<file path="src/rtl/voice_allocator.sv">
// Purpose : polyphonic voice allocator; maps MIDI note events onto VOICES slots feeding per-voice Envelopes.
// Latency : one cycle, event sampled on an edge -> pulses and note/velocity registers visible after that edge.
// Backpres: none, every event is accepted unconditionally; a full pool is resolved by stealing.
// Ports   : clock_50_000_000/reset_l; event_* note events; sustain_pedal level; envelope_end per voice;
//           voice_note_on/off pulses, packed voice_note/voice_velocity, voice_active per voice.
module voice_allocator #(
    parameter int VOICES = 8,
    parameter int NOTE_W = 7,
    parameter int VEL_W  = 7
) (
    input  logic                     clock_50_000_000,
    input  logic                     reset_l,
    input  logic                     event_valid,
    input  logic                     event_is_on,
    input  logic [NOTE_W-1:0]        event_note,
    input  logic [VEL_W-1:0]         event_velocity,
    input  logic                     sustain_pedal,
    input  logic [VOICES-1:0]        envelope_end,
    output logic [VOICES-1:0]        voice_note_on,
    output logic [VOICES-1:0]        voice_note_off,
    output logic [VOICES*NOTE_W-1:0] voice_note,
    output logic [VOICES*VEL_W-1:0]  voice_velocity,
    output logic [VOICES-1:0]        voice_active
);
    localparam int PTR_W = (VOICES > 1) ? $clog2(VOICES) : 1;

    typedef enum logic [1:0] {FREE, HELD, SUSTAINED, RELEASING} slot_state_t;

    slot_state_t              state      [VOICES];
    slot_state_t              state_next [VOICES];
    logic [PTR_W-1:0]         steal_ptr, steal_ptr_next;
    logic                     pedal_prev;
    logic [VOICES-1:0]        on_next, off_next, active_next;
    logic [VOICES*NOTE_W-1:0] note_next;
    logic [VOICES*VEL_W-1:0]  vel_next;

    logic             is_on, is_off, pedal_fall;
    logic             retrig_hit, free_hit, rel_hit, off_hit;
    logic [PTR_W-1:0] retrig_idx, free_idx, rel_idx, off_idx, target;

    // A note-on with velocity 0 is a note-off.
    assign is_on      = event_valid && event_is_on && (event_velocity != '0);
    assign is_off     = event_valid && !is_on;
    assign pedal_fall = pedal_prev && !sustain_pedal;

    always_comb begin
        on_next        = '0;
        off_next       = '0;
        note_next      = voice_note;
        vel_next       = voice_velocity;
        steal_ptr_next = steal_ptr;
        retrig_hit     = 1'b0;
        free_hit       = 1'b0;
        rel_hit        = 1'b0;
        off_hit        = 1'b0;
        retrig_idx     = '0;
        free_idx       = '0;
        rel_idx        = '0;
        off_idx        = '0;
        target         = '0;

        // Envelope completion first, so a freed slot is allocatable this cycle.
        for (int i = 0; i < VOICES; i++) begin
            state_next[i] = state[i];
            if (state[i] == RELEASING && envelope_end[i])
                state_next[i] = FREE;
        end

        // Pedal up releases every sustained voice at once.
        if (pedal_fall) begin
            for (int i = 0; i < VOICES; i++) begin
                if (state[i] == SUSTAINED) begin
                    off_next[i]   = 1'b1;
                    state_next[i] = RELEASING;
                end
            end
        end

        // Candidate search, lowest index first. Retrigger matches against the
        // pre-envelope state so a retriggered slot wins over its envelope_end.
        for (int i = 0; i < VOICES; i++) begin
            if (!retrig_hit && state[i] != FREE &&
                voice_note[i*NOTE_W +: NOTE_W] == event_note) begin
                retrig_hit = 1'b1;
                retrig_idx = PTR_W'(i);
            end
            if (!free_hit && state_next[i] == FREE) begin
                free_hit = 1'b1;
                free_idx = PTR_W'(i);
            end
            if (!rel_hit && state_next[i] == RELEASING) begin
                rel_hit = 1'b1;
                rel_idx = PTR_W'(i);
            end
            if (!off_hit && state[i] == HELD &&
                voice_note[i*NOTE_W +: NOTE_W] == event_note) begin
                off_hit = 1'b1;
                off_idx = PTR_W'(i);
            end
        end

        if (is_on) begin
            if (retrig_hit)
                target = retrig_idx;
            else if (free_hit)
                target = free_idx;
            else if (rel_hit)
                target = rel_idx;
            else begin
                target         = steal_ptr;
                steal_ptr_next = (steal_ptr == PTR_W'(VOICES-1)) ? '0 : steal_ptr + 1'b1;
            end
            on_next[target]                     = 1'b1;
            state_next[target]                  = HELD;
            note_next[target*NOTE_W +: NOTE_W]  = event_note;
            vel_next[target*VEL_W +: VEL_W]     = event_velocity;
        end else if (is_off && off_hit) begin
            if (sustain_pedal)
                state_next[off_idx] = SUSTAINED;
            else begin
                off_next[off_idx]   = 1'b1;
                state_next[off_idx] = RELEASING;
            end
        end

        for (int i = 0; i < VOICES; i++)
            active_next[i] = (state_next[i] != FREE);
    end

    always_ff @(posedge clock_50_000_000 or negedge reset_l) begin
        if (!reset_l) begin
            for (int i = 0; i < VOICES; i++)
                state[i] <= FREE;
            steal_ptr      <= '0;
            pedal_prev     <= 1'b0;
            voice_note_on  <= '0;
            voice_note_off <= '0;
            voice_note     <= '0;
            voice_velocity <= '0;
            voice_active   <= '0;
        end else begin
            for (int i = 0; i < VOICES; i++)
                state[i] <= state_next[i];
            steal_ptr      <= steal_ptr_next;
            pedal_prev     <= sustain_pedal;
            voice_note_on  <= on_next;
            voice_note_off <= off_next;
            voice_note     <= note_next;
            voice_velocity <= vel_next;
            voice_active   <= active_next;
        end
    end
endmodule
</file>
<file path="config.mk">
export PLATFORM = sky130hd
export DESIGN_NAME = voice_allocator
export DESIGN_NICKNAME = d
export VERILOG_FILES = /design/src/rtl/voice_allocator.sv
export SDC_FILE = /design/constraint.sdc
export NUM_CORES = 1
export LEC_CHECK = 0
export BUFFER_PORTS_ARGS = -buffer_cell sky130_fd_sc_hd__buf_2
export CAP_MARGIN = 20
export CORE_ASPECT_RATIO = 0.75
export CORE_UTILIZATION = 60
export DETAILED_ROUTE_END_ITERATION = 6
export PLACE_DENSITY = 0.86
export SLEW_MARGIN = 20
export SYNTH_ARGS = -nofsm -noshare
export SYNTH_HDL_FRONTEND = slang
export SYNTH_SLANG_ARGS = --single-unit
</file>
<file path="constraint.sdc">
create_clock -name clock_50_000_000 -period 10.98 [get_ports clock_50_000_000]
set_input_delay 1.098 -clock clock_50_000_000 [delete_from_list [all_inputs] [get_ports clock_50_000_000]]
set_output_delay 1.098 -clock clock_50_000_000 [all_outputs]
set_load 0.02 [all_outputs]
</file>
* Word-level counts from Yosys, hierarchy flattened *
Index checks and enable logic that the tools add are counted.

storage, ports and cells
  flip-flop bits (word level) = 156
  input bits = 27
  output and inout bits = 136
  word-level logic and storage cells = 308

cells by class
  add/sub/neg operators = 2
  multipliers = 1
  magnitude comparators = 8
  equal/unequal tests = 41
  shifts and indexed selects = 3
  multiplexer cells = 108
  bitwise operators = 13
  reduce and logical (&&, ||, !) cells = 117

operators by type and width
  cell                                                         number
  bitwise mux 56 bit                                           2
  indexed part select 7 x 34 -> 56 bit                         2
  two-way mux 3 bit                                            29
  two-way mux 16 bit                                           4
  logical AND 1 bit                                            61
  equality test 7 bit                                          8
  variable shift 7 x 34 -> 56 bit (first input constant)       1
  equality test 2 bit (second input constant)                  24
  two-way mux 1 bit                                            46
  two-way mux 8 bit                                            5
  two-way mux 2 bit                                            18
  negation 6 -> 34 bit                                         1
  nonzero test 2 bit                                           16
  zero test 1 bit                                              30
  bitwise OR 8 bit                                             3
  bitwise AND 8 bit                                            2
  equality test 2 x 1 -> 1 bit (second input constant)         8
  zero test 2 bit                                              8
  inverter 8 bit                                               2
  bitwise OR 16 bit                                            1
  demux 2 bit (select 3 bit)                                   2
  greater-or-equal comparator 4 bit (second input constant)    2
  less-than comparator 3 x 4 -> 1 bit (second input constant)  2
  less-than comparator 4 x 1 -> 1 bit (second input constant)  2
  9 further kinds                                              14

* Depth between registers and ports, before layout *
  word-level depth = 42
  mapped depth = 17
  depth with buffers taken out = 13

* Worst setup path after synthesis *
No wires, ideal clock.

  path type = input -> register
  start = input sustain_pedal
  end = register voice_note[50]
  setup time = 0.128 ns
  arrival time = 4.404 ns
  data required time = 10.852 ns
  slack = 6.449 ns
  stages = 15
  path buffers = 2
  cells stage by stage = or4bb_1 o21ai_1 o311ai_1 a2111oi_1 o31ai_1 nand2_1 and2_1 inv_1 ha_1 or4_4 nand4_4 and2b_1 buf_4 buf_6 mux2_1

on the way
  cells in the longest elaborated chain, start to end = 34
  elaborated cells between the ends (all ways) = 86
  classes of those cells = add/sub (1); mul (1); eq/ne (8); shift (2); mux (36); reduce/logical (38)

RTL lines
  item                                                                                            line  text
  from (decl)                                                                                     17    input logic sustain_pedal,
  zero test 1 bit *                                                                               44    assign pedal_fall = pedal_prev && !sustain_pedal;
  logical AND 1 bit *                                                                             44
  two-way mux 16 bit *                                                                            70    if (pedal_fall) begin
  equality test 2 bit                                                                             91    if (!rel_hit && state_next[i] == RELEASING) begin
  two-way mux 1 bit                                                                               91
  zero test 1 bit                                                                                 91
  logical AND 1 bit                                                                               91
  two-way mux 1 bit                                                                               91
  (+18 left out)                                                                                  n/a
  two-way mux 3 bit                                                                               107   else if (rel_hit)
  two-way mux 3 bit *                                                                             105   else if (free_hit)
  two-way mux 3 bit *                                                                             103   if (retrig_hit)
  two-way mux 3 bit *                                                                             102   if (is_on) begin
  multiplier 3 x 3 -> 6 bit *                                                                     115   note_next[target*NOTE_W +: NOTE_W] = event_note;
  negation 6 -> 34 bit *                                                                          115
  indexed part select 7 x 34 -> 56 bit / variable shift 7 x 34 -> 56 bit (equally long branches)  115
  bitwise mux 56 bit *                                                                            115
  to (signal assigned)                                                                            148   voice_note <= note_next;
  to (decl)                                                                                       21    output logic [VOICES*NOTE_W-1:0] voice_note,

Mark *: on every way between the ends. The rest lies on a longest branch, timed or not. The select of a mux whose other input is x is not followed.
A chain may end at the register's enable or synchronous reset.

* Final worst setup path *
  start = input sustain_pedal
  end = register voice_note[35]

Same word-level chain as after synthesis.

==> run metrics <==
status=complete, no violations; GRT overflow=0; max_slew headroom=0.255; largest net degree at the start of global routing=82; most frequent cells in the layout=161 x buf_2, 156 x dfrtp_1, 53 x nand2_1; worst slew pin tran=1.11 ns; final setup skew=0.00793 ns; Final Setup Violations=0; placed insts=983; Initial Util=0.614; VDD IR max=approximately 0.20 mV; TritonRoute pass-1 iters=5; CTS buffer count=17; Arrival @ worst endpoint=5.36 ns; DIE HEIGHT=102 um; CTS tree=built; area occupied by multi-input gates=3690 um^2; post-synthesis register bit count=156; Ports=163; WL per Instance=around 22 um; Max FO, Critical Path=17; total power=around 2.9 mW; synth warn=0; Layout Cells excl Fill=1013; Tightest Hold Check Type=reg2reg; core box area=13000 um^2; Post-synth EDFFs=0; syn_area_per_cell=around 12 um^2; final hold violation count=0; Final Max Slew Viols=0; RePlAce Congestion=~0.97; Mapped Area=about 8000 um^2; first-pass GRT wire length=roughly 35000 um; worst reg2reg path depth=13; Synth top area share=0.490; post_cts resized=0; worst slack, placed=5.56 ns; Via density=6.28; HP Start=voice_velocity[39]; clk_lat worst skew=0.43 ns; initial antenna violation count=0; Pwr Density=307 nW/um^2; Clock Pin Slew Worst Setup and Hold Paths=0.06 ns; Ant. Diodes=0; Post CTS Setup Buffer Count=0; CTS Buffer Depth=2; worst setup path class=in2reg; H-tree depth=4; post-synthesis sequential area ratio=0.490; WP data required=11.27 ns; top cells by area, synth=dfrtp_1 49%, mux2_2 6.6%, xnor2_1 5.3%, mux2_1 3.5%, a22o_1 3.1%; RSZ-0062 raised after global routing=no; total routed wirelength=22500 um; setup slack, reg-to-reg=6.29 ns; number of fill cells=approximately 900; fin util=0.719; Fmax=between 150 and 200 MHz; Startpoint Class=input pin; Vias=around 6400; hold depth=1; Sum Neg Setup Slack=0 ns; hpwl dp=16100 um; Yosys top cell by area=dfrtp_1; Area growth syn-to-layout=17.0%; clock sinks=around 160; layout cell share with drive strength beyond 1=0.336; Max-cap violations=0; synth unique cells=71; FF/Latch Area=3900 um^2; Total GRT Usage=0.339; Post-Synthesis Cells=684; Die Span X=around 140 um; Final period util=0.462; Post-synth top flop=dfrtp_1; number of I/O port buffers=between 150 and 200; final setup margin=5.91 ns; die area=around 14000 um^2; RR Endpoint=voice_note[35]; Iteration-0 DRC Markers=468; Mapped Nets=~700; CP endpoint kind=flip-flop; static leakage=around 4.7 nW; nets=864; CTS Hold Buffers Added=0; Async S/R FF share, synth=1.00; root buf cell=clkbuf_16; Worst Hold Path EP=voice_velocity[39]; Final ANT Viol Nets=0; post-layout min period=5.07 ns; DRC=0; vias in the first global route=6170; commonest non-fill, non-tap cell in the layout=buf_2; R2R Path Start=pedal_prev; # rows=36
==> power breakdown <==
group | internal [mW] | switching [mW]
registers | 0.741 | 0.149
logic | 0.498 | 0.869
clock network | 0.377 | 0.230
total | 1.62 | 1.25
==> worst max path at each step <==
stage | slack, ns | start | end
finish | 5.91 | sustain_pedal | voice_note[35]
detailed placement | 5.56 | sustain_pedal | voice_velocity[36]
CTS | 6.00 | sustain_pedal | voice_note[35]
floorplan | 6.45 | sustain_pedal | voice_note[50]
global placement | 5.72 | sustain_pedal | voice_velocity[52]
global route | 5.76 | event_note[4] | voice_note[17]
==> flip-flops by register name, summed over array words and instances, names as in the netlist <==
name,cells
pedal_prev,1
state,16
steal_ptr,3
voice_active,8
voice_note,56
voice_note_off,8
voice_note_on,8
voice_velocity,56
==> cell usage after synthesis (3+ instances only) <==
library cell and number:
clkbuf_1 7, xor2_1 8, o211ai_1 4, nand2_1 53, buf_4 7, nand3_1 17
or4_1 3, o21bai_1 3, nand2b_1 10, dfrtp_1 156, a21o_1 4, o22ai_1 5
a22o_1 28, nor3_1 5, nor2_1 25, o21ai_1 3, buf_2 5, nand4bb_1 3
xnor2_1 48, a22oi_1 3, a21oi_1 12, inv_1 19, mux2_4 15, o21ai_0 16
buf_6 16, nand4_1 11, mux2_2 47, or4_4 4, and2_1 5, o31ai_1 3
nor2b_1 8, mux2_1 25, and3_1 30, nand3b_1 6, ha_1 6, nor4_1 16
==> worst max-delay path, cell delays in order <==
cell,delay [ns]
buf_2,0.21
or4bb_1,0.55
o21ai_1,0.18
o311ai_1,0.15
a2111oi_1,0.51
o31ai_1,0.19
nand2_1,0.09
and2_1,0.17
inv_1,0.08
ha_1,0.25
or4_4,0.59
nand4_4,0.19
and2b_1,0.68
mux2_1,0.42
==> cells by family (layout without fill, tap and decap cells) <==
kind of cell | Yosys count | after routing | synth area share
and+or+nand+nor | 222 | 222 | 0.167
DFF | 156 | 156 | 0.490
AOI/OAI and AO/OA | 100 | 100 | 0.0953
muxes | 87 | 87 | 0.130
buffers and inverters | 57 | 215 | 0.0476
xor gates and xnor gates | 56 | 56 | 0.0615
adders and majority gates | 6 | 6 | 0.00942
==> per-layer routing <==
metal  up-vias  wire length, um  GRT usage
li1       2759                -          -
met1      3205             9610      0.472
met2       344            10200      0.518
met3        56             2000     0.0848
met4         0              633      0.125
met5         -                0          0
==> per-stage QoR <==
step                instance area [um^2]  hold WS (ns)
floorplan                           7970         0.508
global placement                    8720         0.463
detailed placement                  8720         0.474
CTS                                 9320         0.488
global route                        9320         0.500
finish                              9320         0.488
==> final cells by class <==
class	instances	share of cell area
timing repair buffer	165	0.0901
inverter	20	0.00805
multi-input combinational	471	0.396
clock inverter	12	0.0185
tap	171	0.0229
clock buffer	18	0.0460
sequential	156	0.419
Power figures use the tool's default switching activity.
